`src/rtl/uart_tx_sched.sv`:
```
// Shared UART transmitter: round-robin arbiter over four byte requesters
// feeding an 8N1/8N2 serializer that is paced only by the external bit tick.
module uart_tx_sched #(
  parameter int STOP_BITS = 1
) (
  input  logic        clk_50mhz,
  input  logic        rst_n,
  input  logic        tx_tick,
  input  logic [3:0]  req_valid,
  input  logic [31:0] req_data,
  output logic [3:0]  req_ready,
  output logic        tx,
  output logic        busy,
  output logic [1:0]  grant_id
);
  localparam int NUM_REQ = 4;

  typedef enum logic [2:0] {IDLE, ARMED, START, DATA, STOP} state_t;

  state_t                      state, state_n;
  logic [NUM_REQ-1:0][7:0]     lane_data;
  logic [7:0]                  shift, shift_n;
  logic [2:0]                  bit_cnt, bit_cnt_n;
  logic                        stop_cnt, stop_cnt_n;
  logic                        tx_n, busy_n;
  logic [1:0]                  last_grant, winner;
  logic                        stop_last, window, accept;

  assign lane_data = req_data;
  assign stop_last = (stop_cnt == 1'(STOP_BITS - 1));
  // A new byte can be taken while idle, or on the tick that closes the last
  // stop bit so the next start bit follows with no idle gap.
  assign window    = (state == IDLE) || (state == STOP && tx_tick && stop_last);
  assign accept    = rst_n && window && (|req_valid);
  assign req_ready = accept ? (4'b0001 << winner) : 4'b0000;

  // Round-robin pick: scan from last_grant+1 upward; the nearest valid wins.
  always_comb begin
    winner = last_grant;
    for (int k = NUM_REQ; k >= 1; k--) begin
      if (req_valid[last_grant + 2'(k)]) winner = last_grant + 2'(k);
    end
  end

  // Next-state, shifter and line-level decode; everything advances on tx_tick.
  always_comb begin
    state_n    = state;
    shift_n    = shift;
    bit_cnt_n  = bit_cnt;
    stop_cnt_n = stop_cnt;
    tx_n       = tx;
    busy_n     = busy;
    case (state)
      IDLE: begin
        if (accept) begin
          shift_n = lane_data[winner];
          busy_n  = 1'b1;
          if (tx_tick) begin
            state_n = START;
            tx_n    = 1'b0;
          end else begin
            state_n = ARMED;
          end
        end
      end
      ARMED: begin
        if (tx_tick) begin
          state_n = START;
          tx_n    = 1'b0;
        end
      end
      START: begin
        if (tx_tick) begin
          state_n   = DATA;
          tx_n      = shift[0];
          bit_cnt_n = 3'd0;
        end
      end
      DATA: begin
        if (tx_tick) begin
          if (bit_cnt == 3'd7) begin
            state_n    = STOP;
            tx_n       = 1'b1;
            stop_cnt_n = 1'b0;
          end else begin
            shift_n   = {1'b0, shift[7:1]};
            tx_n      = shift[1];
            bit_cnt_n = bit_cnt + 3'd1;
          end
        end
      end
      STOP: begin
        if (tx_tick) begin
          if (!stop_last) begin
            stop_cnt_n = 1'b1;
          end else if (accept) begin
            shift_n = lane_data[winner];
            state_n = START;
            tx_n    = 1'b0;
          end else begin
            state_n = IDLE;
            busy_n  = 1'b0;
          end
        end
      end
      default: state_n = IDLE;
    endcase
  end

  // State and output registers; reset drops any in-flight byte.
  always_ff @(posedge clk_50mhz) begin
    if (!rst_n) begin
      state      <= IDLE;
      shift      <= 8'h00;
      bit_cnt    <= 3'd0;
      stop_cnt   <= 1'b0;
      tx         <= 1'b1;
      busy       <= 1'b0;
      grant_id   <= 2'd0;
      last_grant <= 2'd3;
    end else begin
      state    <= state_n;
      shift    <= shift_n;
      bit_cnt  <= bit_cnt_n;
      stop_cnt <= stop_cnt_n;
      tx       <= tx_n;
      busy     <= busy_n;
      if (accept) begin
        grant_id   <= winner;
        last_grant <= winner;
      end
    end
  end
endmodule

```
`config.mk`:
```
export PLATFORM = sky130hd
export DESIGN_NAME = uart_tx_sched
export DESIGN_NICKNAME = d
export VERILOG_FILES = /design/src/rtl/uart_tx_sched.sv
export SDC_FILE = /design/constraint.sdc
export NUM_CORES = 1
export LEC_CHECK = 0
export BUFFER_PORTS_ARGS = -buffer_cell sky130_fd_sc_hd__clkbuf_2
export CAP_MARGIN = 20
export CELL_PAD_IN_SITES_DETAIL_PLACEMENT = 1
export CELL_PAD_IN_SITES_GLOBAL_PLACEMENT = 2
export CORE_MARGIN = 5
export CORE_UTILIZATION = 29
export CTS_BUF_LIST = sky130_fd_sc_hd__clkbuf_4
export DETAILED_ROUTE_END_ITERATION = 6
export PLACE_DENSITY = 0.84
export SLEW_MARGIN = 40
export SYNTH_ARGS = -nofsm -noshare
export SYNTH_HDL_FRONTEND = slang
export SYNTH_SLANG_ARGS = --single-unit
```
`constraint.sdc`:
```
create_clock -name clk_50mhz -period 2 [get_ports clk_50mhz]
set_input_delay 0.3 -clock clk_50mhz [delete_from_list [all_inputs] [get_ports clk_50mhz]]
set_output_delay 0.3 -clock clk_50mhz [all_outputs]
set_load 0.05 [all_outputs]
```
==> results of run 1 <==
[routing by layer]
metal,GRT usage,share of wire,vias up
met4,0.0498,0.0094,0
met2,0.246,0.45,39
li1,-,-,880
met3,0.0174,0.032,4
met1,0.253,0.51,858
met5,0,0,-
[critical path, stage by stage, from the launching register on]
cell	delay, ps
dfxtp_4	390
nor2b_4	160
o21a_1	170
nor3_2	50
buf_4	160
nor3_4	230
buf_12	160
[logic make-up after synthesis]
kind of cell             share of synthesized area
flip-flops                                   0.263
AO/OA/AOI/OAI                                0.412
AND/OR/NAND/NOR                              0.256
adder cells (fa/ha/maj)                     0.0164
buffers and inverters                       0.0526
[where the power goes]
part | switching [µW] | internal [µW] | leakage (µW)
logic | 434 | 326 | 0.000741
registers | 45.2 | 450 | 0.000165
clock network | 136 | 72.9 | 0.0000154
[sequential cells by signal, indices dropped and copies added, names as in the netlist]
| register | flops |
|---|---|
| last_grant | 2 |
| shift | 8 |
| grant_id | 2 |
| bit_cnt | 3 |
| state | 3 |
| busy | 1 |
| tx | 1 |
[area by class of cell]
class,count,share of cell area
clock buffers,3,0.0102
clock inverters,1,0.00170
inverters,3,0.00509
multi-input cells,157,0.544
flip-flops and latches,20,0.184
well taps,70,0.0396
repair buffers,66,0.215
[through the flow]
step,utilization,cell area (µm²),setup WS (ps),std cells
after CTS,0.409,2090,1.68,319
after floorplan,-,1560,-154,195
after global placement,0.397,2030,62.6,315
after detailed placement,0.397,2030,16.4,315
after global routing,0.433,2210,2.96,320
final,0.433,2210,73.0,320
[what timing repair did]
action,in CTS,in global routing
hold buffers,0,0
setup buffers,0,2
setup endpoints to repair,6,11
pin swaps,1,7
resized for setup,9,24
[placed cells by master (no fill, tap or decap), types with 2 or more instances in the layout]
cell | netlist | final
clkbuf_4 | 0 | 3
nand2_1 | 16 | 15
a21boi_0 | 2 | 2
inv_1 | 2 | 2
o21ai_2 | 0 | 4
nand4_1 | 9 | 9
a21oi_1 | 3 | 3
clkbuf_2 | 0 | 42
o21a_1 | 9 | 9
and3_1 | 2 | 2
nor2_1 | 8 | 7
o31ai_1 | 9 | 9
o21ai_0 | 4 | 4
dfxtp_2 | 0 | 2
o31a_1 | 15 | 15
nor2b_1 | 4 | 2
buf_12 | 0 | 6
o41ai_1 | 8 | 2
nand2b_1 | 3 | 3
buf_4 | 1 | 16
dfxtp_1 | 20 | 17
o21ba_1 | 7 | 7
o41ai_2 | 0 | 6
nor2b_4 | 0 | 2
and2_1 | 3 | 3
nand3_1 | 9 | 8
nor3_1 | 14 | 9
nor3_4 | 0 | 5
a31oi_1 | 10 | 10
[worst max-delay path by stage]
stage                                from                     to  slack, ps  cells past startpoint
2_1_floorplan  last_grant[0]$_SDFFE_PN1P_           req_ready[1]       -150                      5
3_3_place_gp                 req_valid[3]           req_ready[0]         60                      6
3_5_place_dp      bit_cnt[0]$_SDFFE_PN0P_  shift[1]$_SDFFE_PN0P_         20                      8
4_1_cts        last_grant[0]$_SDFFE_PN1P_           req_ready[0]          2                      6
5_1_grt        last_grant[0]$_SDFFE_PN1P_           req_ready[2]          3                      5
6_report       last_grant[0]$_SDFFE_PN1P_           req_ready[3]         70                      6
==> summary.md, run 1 <==
| Metric | Value |
|---|---|
| Run status | `completed` |
| Final nets | `292` |
| Count leader, synth | `dfxtp_1` |
| DR pass1 iterations | `4` |
| Synth area leaders | `dfxtp_1 26%, o31a_1 8.6%, nor3_1 4.6%, o21ba_1 4.6%, o41ai_1 4.6%` |
| Total gr overflow | `0` |
| Die ar. | `6800 µm²` |
| Share of post-route cells with drive strength above 1 | `0.404` |
| Power density cells | `661 nW/µm²` |
| Mean post-synth cell area | `7.81 µm²` |
| Overall die width | `82.5 µm` |
| Synthesis Warnings | `0` |
| Post-synth EDFFs | `0` |
| Slew margin rel. | `0.624` |
| Root Buffer | `clkbuf_4` |
| CTS tree | `done` |
| Peak supply drop | `0.296 mV` |
| Rows | `26` |
| End of the worst register-to-register path | `shift[1]$_SDFFE_PN0P_` |
| Mapped Nets | `236` |
| Diode count | `0` |
| Total GRT Usage | `0.167` |
| Total power | `1460 µW` |
| HP Start | `req_data[15]` |
| Post-Syn Area | `1520 µm²` |
| Num CTS Buffers | `3` |
| Primary FF master, synth | `dfxtp_1` |
| Worst-path clk slew | `120 ps` |
| Clock Path Buffers | `2` |
| Detail Route Antenna Nets | `0` |
| Starting density of the core | `0.298` |
| 1st-iter DRT viols | `115` |
| Fillers | `651` |
| Critical path fanouts, max | `4` |
| Synth top area share | `0.263` |
| Distinct cells, synth | `42` |
| Post-synthesis cell count | `195` |
| Final clock skew | `3.38 ps` |
| First-pass GRT wire length | `8.65 mm` |
| Hold Crit Depth | `3` |
| Vias/cell | `5.57` |
| # IOs | `47` |
| Worst r2r src | `bit_cnt[0]$_SDFFE_PN0P_` |
| R2r worst-path depth | `8` |
| Chip height | `82.5 µm` |
| R2r setup slk | `110 ps` |
| Ys async rst share | `0` |
| Multi-input gate area | `1200 µm²` |
| Hpwl dp | `4.05 mm` |
| Core Region | `5110 µm²` |
| Via count | `1781` |
| FF/Latch Area | `407 µm²` |
| Setup crit end kind | `output port` |
| Routability congestion estimate | `0.768` |
| Slew Viols, Final | `0` |
| Pleak | `0.000922 µW` |
| Number of global-route vias before repair | `1730` |
| DRC Markers | `0` |
| WHS | `331 ps` |
| Commonest cells in the netlist | `20 x dfxtp_1, 16 x nand2_1, 15 x o31a_1, 14 x nor3_1, 10 x a31oi_1` |
| Wirelength per Cell | `17.4 µm` |
| Max Fclk | `519 MHz` |
| Max Cap Violations | `0` |
| Buffers on Ports | `46` |
| Setup TNS Final | `0 ps` |
| Area grow syn2layout | `45.3%` |
| Initial antenna violation count | `0` |
| Final Hold Fails | `0` |
| Fin crit share | `0.963` |
| # setup viols final | `0` |
| Crit path kind | `flop to output port` |
| Largest net degree at the start of global routing | `25` |
| CP Launch Type | `flop` |
| Hold Path End | `shift[7]$_SDFFE_PN0P_` |
| Worst-Skew Late Latency | `310 ps` |
| Routed wire length | `5.56 mm` |
| Sequential area share after synthesis | `0.263` |
| WP data arrival | `1630 ps` |
| # H-tree levels | `1` |
| Slew @ Worst Pin | `557 ps` |
| Fin crit period | `1930 ps` |
| Cell taking the most area after synthesis | `dfxtp_1` |
| Type of the tightest min-delay check | `primary input to flop` |
| Synth Register Bits | `20` |
| Clock sink count | `20` |
| WP data required | `1700 ps` |
| RSZ-0062 raised after global routing | `false` |
Power figures use the tool's default switching activity.
==> run 2, diff against run 1 <==
==> constraint.sdc (replaced) <==
create_clock -name clk_50mhz -period 2 [get_ports clk_50mhz]
set_input_delay 0.2 -clock clk_50mhz [delete_from_list [all_inputs] [get_ports clk_50mhz]]
set_output_delay 0.2 -clock clk_50mhz [all_outputs]
set_load 0.05 [all_outputs]
==> run 2 against run 1 <==
Combinational power shrank 7.8%. Final cell count decreased by 0.94%. Design area fell by 5.8%. Setup slack got worse by 13 ps. Largest power group unchanged. Highest routed layer unchanged. Critical path type is now flop to flop.
==> summary.md, run 2 (synthesis results as in run 1) <==
| Metric | Value |
|---|---|
| Largest net degree at the start of global routing | `25 (unchanged)` |
| First-pass GRT wire length | `8.54 mm (-1.3%)` |
| Number of global-route vias before repair | `1745 (+0.87%)` |
| Worst-path clk slew | `120 ps (about the same)` |
| Setup crit end kind | `flop` |
| Clock Path Buffers | `2 (unchanged)` |
| Diode count | `0 (unchanged)` |
| # IOs | `47 (unchanged)` |
| # setup viols final | `0 (unchanged)` |
| Finished Layout Cells | `317 (-0.94%)` |
| Pleak | `0.000878 µW (-4.8%)` |
| Die ar. | `6800 µm² (unchanged)` |
| Buffers on Ports | `46 (unchanged)` |
| Via count | `1744 (-2.1%)` |
| Overall die width | `82.5 µm (unchanged)` |
| Area grow syn2layout | `36.8%` |
| Num CTS Buffers | `3 (unchanged)` |
| DRC Markers | `0 (unchanged)` |
| Crit path max-delay cell type | `dfxtp_2` |
| Worst-Skew Late Latency | `320 ps (about the same)` |
| Rows | `26 (unchanged)` |
| Total gr overflow | `0 (unchanged)` |
| Fin crit period | `1940 ps (+12.9 ps)` |
| DR pass1 iterations | `4 (unchanged)` |
| Routability congestion estimate | `0.753 (-2.0%)` |
| Fillers | `656 (+0.77%)` |
| WHS | `232 ps (-99.5 ps)` |
| Starting density of the core | `0.298 (unchanged)` |
| Hpwl dp | `3.98 mm (-1.5%)` |
| Wirelength per Cell | `16.7 µm (-3.7%)` |
| Root Buffer | `clkbuf_4` |
| Most frequent cells in the layout | `42 x clkbuf_2, 18 x dfxtp_1, 16 x nand2_1, 16 x buf_4, 15 x o31a_1` |
| Vias/cell | `5.50 (-1.2%)` |
| Final Hold Fails | `0 (unchanged)` |
| PnR worst setup slack | `60.1 ps (-12.9 ps)` |
| Initial antenna violation count | `0 (unchanged)` |
| Detail Route Antenna Nets | `0 (unchanged)` |
| Reg with most FFs | `shift` |
| Share of post-route cells with drive strength above 1 | `0.348 (-0.0558)` |
| Final nets | `290 (-0.68%)` |
| WP data arrival | `2160 ps (+530 ps)` |
| Hold_buf cts | `0 (unchanged)` |
| CTS tree | `done` |
| Final clock skew | `9.64 ps (+6.26 ps)` |
| Max incr delay on CP | `350 ps (-40 ps)` |
| Most used cell, CP | `ha_1` |
| Number of cells in the design after placement | `313 (-0.63%)` |
| # H-tree levels | `1 (unchanged)` |
| Chip height | `82.5 µm (unchanged)` |
| Critical path fanouts, max | `8 (+4)` |
| Crit. Startpoint | `bit_cnt[0]$_SDFFE_PN0P_` |
| Max Fclk | `515 MHz (-0.66%)` |
| Peak supply drop | `0.299 mV (+0.75%)` |
| Max Cap Violations | `0 (unchanged)` |
| Power density cells | `666 nW/µm² (+0.66%)` |
| Setup WS pre-CTS | `116 ps (+99.2 ps)` |
| Run status | `completed` |
| HP Start | `req_data[15]` |
| Max reg flops | `8 (unchanged)` |
| Slew margin rel. | `0.609 (-0.0142)` |
| Core Region | `5110 µm² (unchanged)` |
| Routed wire length | `5.30 mm (-4.6%)` |
| Most common cell after layout, fill and taps aside | `clkbuf_2` |
| CP Launch Type | `flop` |
| CP Cell Sequence | `ha_1 -> ha_1 -> nand2_1 -> nand4_1 -> buf_4 -> o21a_1 -> o41ai_2 -> o21ba_1` |
| WP data required | `2220 ps (+520 ps)` |
| 1st-iter DRT viols | `60 (-48%)` |
| Setup TNS Final | `0 ps (unchanged)` |
| Slew Viols, Final | `0 (unchanged)` |
| Worst r2r src | `bit_cnt[0]$_SDFFE_PN0P_` |
| Biggest regs | `shift: 8 flops, bit_cnt: 3 flops, state: 3 flops` |
| Hold Crit Depth | `3 (unchanged)` |
| Slew @ Worst Pin | `578 ps (+21.0 ps)` |
| Crit path kind | `flop to flop` |
| Total GRT Usage | `0.163 (-0.00457)` |
| Type of the tightest min-delay check | `primary input to flop` |
| Clock sink count | `20 (unchanged)` |
| Fin crit share | `0.970 (+0.00644)` |
| R2r worst-path depth | `8 (unchanged)` |
## run 2: report_power, final
group	switching [µW]	internal [µW]
clock network	135	70.6
registers	33.7	448
logic	403	297
total	571	815
## run 2: path summary, 6_finish.rpt
check	end	slack, ps
setup reg to reg	shift[0]$_SDFFE_PN0P_	60
hold reg to reg	bit_cnt[1]$_SDFFE_PN0P_	480
hold / removal	shift[7]$_SDFFE_PN0P_	230
setup / recovery	shift[0]$_SDFFE_PN0P_	60
## run 2: per-stage QoR
step,power [µW],instance area (µm²),utilization
floorplan,911,1540,-
global placement,1150,2000,0.391
detailed placement,1160,2000,0.391
CTS,1370,2040,0.399
global route,1480,2080,0.408
finish,1390,2080,0.408
## run 2: layout make-up
type                            instances  area (µm²)  area share
Clock buffer                            3        22.5      0.0108
Multi-Input combinational cell        157        1110       0.532
Timing Repair Buffer                   64         450       0.216
Sequential cell                        20         403       0.193
Inverter                                3        11.3     0.00541
Tap cell                               70        87.6      0.0420
## run 2: what timing repair did
| item | in CTS | in global routing |
|---|---|---|
| pin swaps | 1 | 1 |
| buffers inserted | 1 | 0 |
| gates resized for setup | 2 | 10 |
| setup endpoints to repair | 3 | 9 |
| cloned | 0 | 0 |
| endpoints found under the hold margin | 0 | 0 |
## run 2: worst max-delay path, delay by kind of cell (launching register included)
kind | cells | cell delay (ps)
compound gates | 3 | 700
fa+ha+maj | 2 | 400
buf+inv | 1 | 170
flops | 1 | 350
simple gates | 2 | 210
## run 2: routing by layer
| layer | up-vias | wire length [µm] | GRT usage |
|---|---|---|---|
| li1 | 868 | - | - |
| met1 | 825 | 2650 | 0.243 |
| met2 | 45 | 2320 | 0.244 |
| met3 | 6 | 260 | 0.0217 |
| met4 | 0 | 72 | 0.0399 |
| met5 | - | 0 | 0 |
==> run 3, diff against run 2 <==
Settings changed: SETUP_SLACK_MARGIN set to 0.5.
Clock period 2 ns to 2.1 ns, I/O delays scaled along.
==> run 3 against run 2 <==
Sequential cell count unchanged. Critical path depth grew 1. Combinational power rose by 25%. Total power is 12% higher. First-iteration DRC count rose to 3.1 times the previous value. Sequential share of layout area decreased by 2.8 points. Register-to-register slack gained 160 ps. Sequential power down 2%.
==> summary.md, run 3 (synthesis results as in run 1) <==
| Metric | Value |
|---|---|
| Max Fclk | `532 MHz (+3.3%)` |
| Die ar. | `6800 µm² (unchanged)` |
| Worst-Skew Late Latency | `310 ps (about the same)` |
| Chip height | `82.5 µm (unchanged)` |
| Setup TNS Final | `0 ps (unchanged)` |
| Starting density of the core | `0.298 (unchanged)` |
| Pleak | `0.00105 µW (+20%)` |
| Most frequent cells in the layout | `42 x clkbuf_2, 28 x buf_4, 15 x o31a_1, 15 x nand2_1, 14 x dfxtp_1` |
| WP data arrival | `2140 ps (-20 ps)` |
| R2r worst-path depth | `9 (+1)` |
| Setup WS pre-CTS | `197 ps (+81.3 ps)` |
| Crit path max-delay cell type | `dfxtp_4` |
| Fin area | `2500 µm² (+20%)` |
| Initial antenna violation count | `0 (unchanged)` |
| Fin crit period | `1880 ps (-61.4 ps)` |
| Largest net degree at the start of global routing | `22 (-12%)` |
| Fin crit share | `0.895 (-0.0754)` |
| # setup viols final | `0 (unchanged)` |
| Crit path max-delay family | `buffers and inverters` |
| Hold_buf cts | `0 (unchanged)` |
| Share of post-route cells with drive strength above 1 | `0.485 (+0.137)` |
| DR pass1 iterations | `5 (+1)` |
| Number of global-route vias before repair | `1887 (+8.1%)` |
| Detail Route Antenna Nets | `0 (unchanged)` |
| CP Cell Sequence | `nor2b_4 -> o21a_4 -> buf_12 -> buf_4 -> buf_12 -> buf_4 -> nor3_1 -> o41ai_2 -> o21ba_1` |
| Type of the tightest min-delay check | `primary input to flop` |
| Hold Path End | `shift[7]$_SDFFE_PN0P_` |
| Rows | `26 (unchanged)` |
| Crit path kind | `flop to flop` |
| Area grow syn2layout | `64.4%` |
| DRC Markers | `0 (unchanged)` |
| Final nets | `310 (+6.9%)` |
| Biggest regs | `shift: 8 flops, bit_cnt: 3 flops, state: 3 flops` |
| Clock sink count | `20 (unchanged)` |
| Final Hold Fails | `0 (unchanged)` |
| CP Launch Type | `flop` |
| HP Start | `req_data[15]` |
| PnR worst setup slack | `221 ps (+161 ps)` |
| Run status | `completed` |
| 1st-iter DRT viols | `187 (+210%)` |
| Placed cell areas | `2020 µm² (+1.2%)` |
| Max Cap Violations | `0 (unchanged)` |
| Peak supply drop | `0.288 mV (-3.4%)` |
| R2r setup slk | `220 ps (+160 ps)` |
| Vias/cell | `5.71 (+3.7%)` |
| First-pass GRT wire length | `10.0 mm (+17%)` |
| Setup crit end kind | `flop` |
| Slew @ Worst Pin | `593 ps (+15.3 ps)` |
| WHS | `309 ps (+76.9 ps)` |
| # IOs | `47 (unchanged)` |
| Max reg flops | `8 (unchanged)` |
| Hpwl dp | `3.93 mm (-1.5%)` |
| Total GRT Usage | `0.195 (+0.0323)` |
| RSZ-0062 raised after global routing | `true` |
| Worst-path clk slew | `130 ps (about the same)` |
| Critical path fanouts, max | `6 (-2)` |
| Worst r2r src | `last_grant[0]$_SDFFE_PN1P_` |
| Max incr delay on CP | `410 ps (+60 ps)` |
| Wirelength per Cell | `19.8 µm (+19%)` |
| Final clock skew | `3.55 ps (-6.09 ps)` |
| Reg with most FFs | `shift` |
| Buffers on Ports | `46 (unchanged)` |
| Most common cell after layout, fill and taps aside | `clkbuf_2` |
| Num CTS Buffers | `3 (unchanged)` |
| Overall die width | `82.5 µm (unchanged)` |
| Crit path buf inv count | `4 (+3)` |
| CTS tree | `done` |
| Total gr overflow | `0 (unchanged)` |
| Core Region | `5110 µm² (unchanged)` |
| Hold Crit Depth | `3 (unchanged)` |
| Routed wire length | `6.71 mm (+27%)` |
| Clock Path Buffers | `2 (unchanged)` |
| Slew margin rel. | `0.599 (-0.0103)` |
| Total power | `1550 µW (+12%)` |
| Root Buffer | `clkbuf_4` |
| Routability congestion estimate | `0.736 (-2.3%)` |
| Diode count | `0 (unchanged)` |
| Power density cells | `618 nW/µm² (-7.1%)` |
| Via count | `1929 (+11%)` |
| Slew Viols, Final | `0 (unchanged)` |
| End of the worst register-to-register path | `shift[0]$_SDFFE_PN0P_` |
| # H-tree levels | `1 (unchanged)` |
| WP data required | `2360 ps (+140 ps)` |
-- run 3: cell count changes in the layout (fill, tap and decap cells not counted), sizes merged --
cell / change
buf: +17
bufbuf: +1
clkbuf: +1
clkinv: +1
o21a: +1
-- run 3: how the worst max path moves through the flow --
stage,endpoint,slack [ps],from,cells past startpoint
5_1_grt,shift[2]$_SDFFE_PN0P_,180,bit_cnt[0]$_SDFFE_PN0P_,8
6_report,shift[0]$_SDFFE_PN0P_,220,last_grant[0]$_SDFFE_PN1P_,9
2_1_floorplan,shift[0]$_SDFFE_PN0P_,410,bit_cnt[0]$_SDFFE_PN0P_,7
4_1_cts,req_ready[3],260,last_grant[0]$_SDFFE_PN1P_,6
3_5_place_dp,req_ready[2],200,req_valid[2],5
3_3_place_gp,req_ready[2],280,req_valid[2],5
-- run 3: metrics by stage --
stage / utilization / instances
2_1_floorplan: - / 195
3_3_place_gp: 0.396 / 307
3_5_place_dp: 0.396 / 307
4_1_cts: 0.450 / 324
5_1_grt: 0.490 / 338
6_report: 0.490 / 338
-- run 3: tightest hold or removal path, delay by kind of cell --
| kind | cells | cell delay (ps) |
|---|---|---|
| buf+inv | 1 | 80 |
| compound gates | 2 | 300 |
-- run 3: metal layers --
layer,GRT usage,part of all wire
met1,0.276,0.46
met4,0.0598,0.016
met3,0.0380,0.054
met5,0,0
met2,0.296,0.47
-- run 3: power by group --
part | leakage [µW] | internal, µW | switching [µW] | total, µW
Clock | 0.0000154 | 69.4 | 133 | 203
Sequential | 0.000167 | 430 | 42.3 | 472
Combinational | 0.000869 | 390 | 483 | 873
-- run 3: cell type report --
cell class / count / area (µm²)
Clock buffer: 3 / 22.5
Clock inverter: 1 / 3.75
Fill cell: 611 / 2600
Inverter: 3 / 11.3
Multi-Input combinational cell: 158 / 1320
Sequential cell: 20 / 413
Tap cell: 70 / 87.6
Timing Repair Buffer: 83 / 643
-- run 3: repair_timing --
action,in CTS,in global routing
buffers inserted,11,13
gates cloned,2,1
setup endpoints to repair,12,12
hold endpoints to repair,0,0
pin swaps,15,19
gates resized for setup,31,19
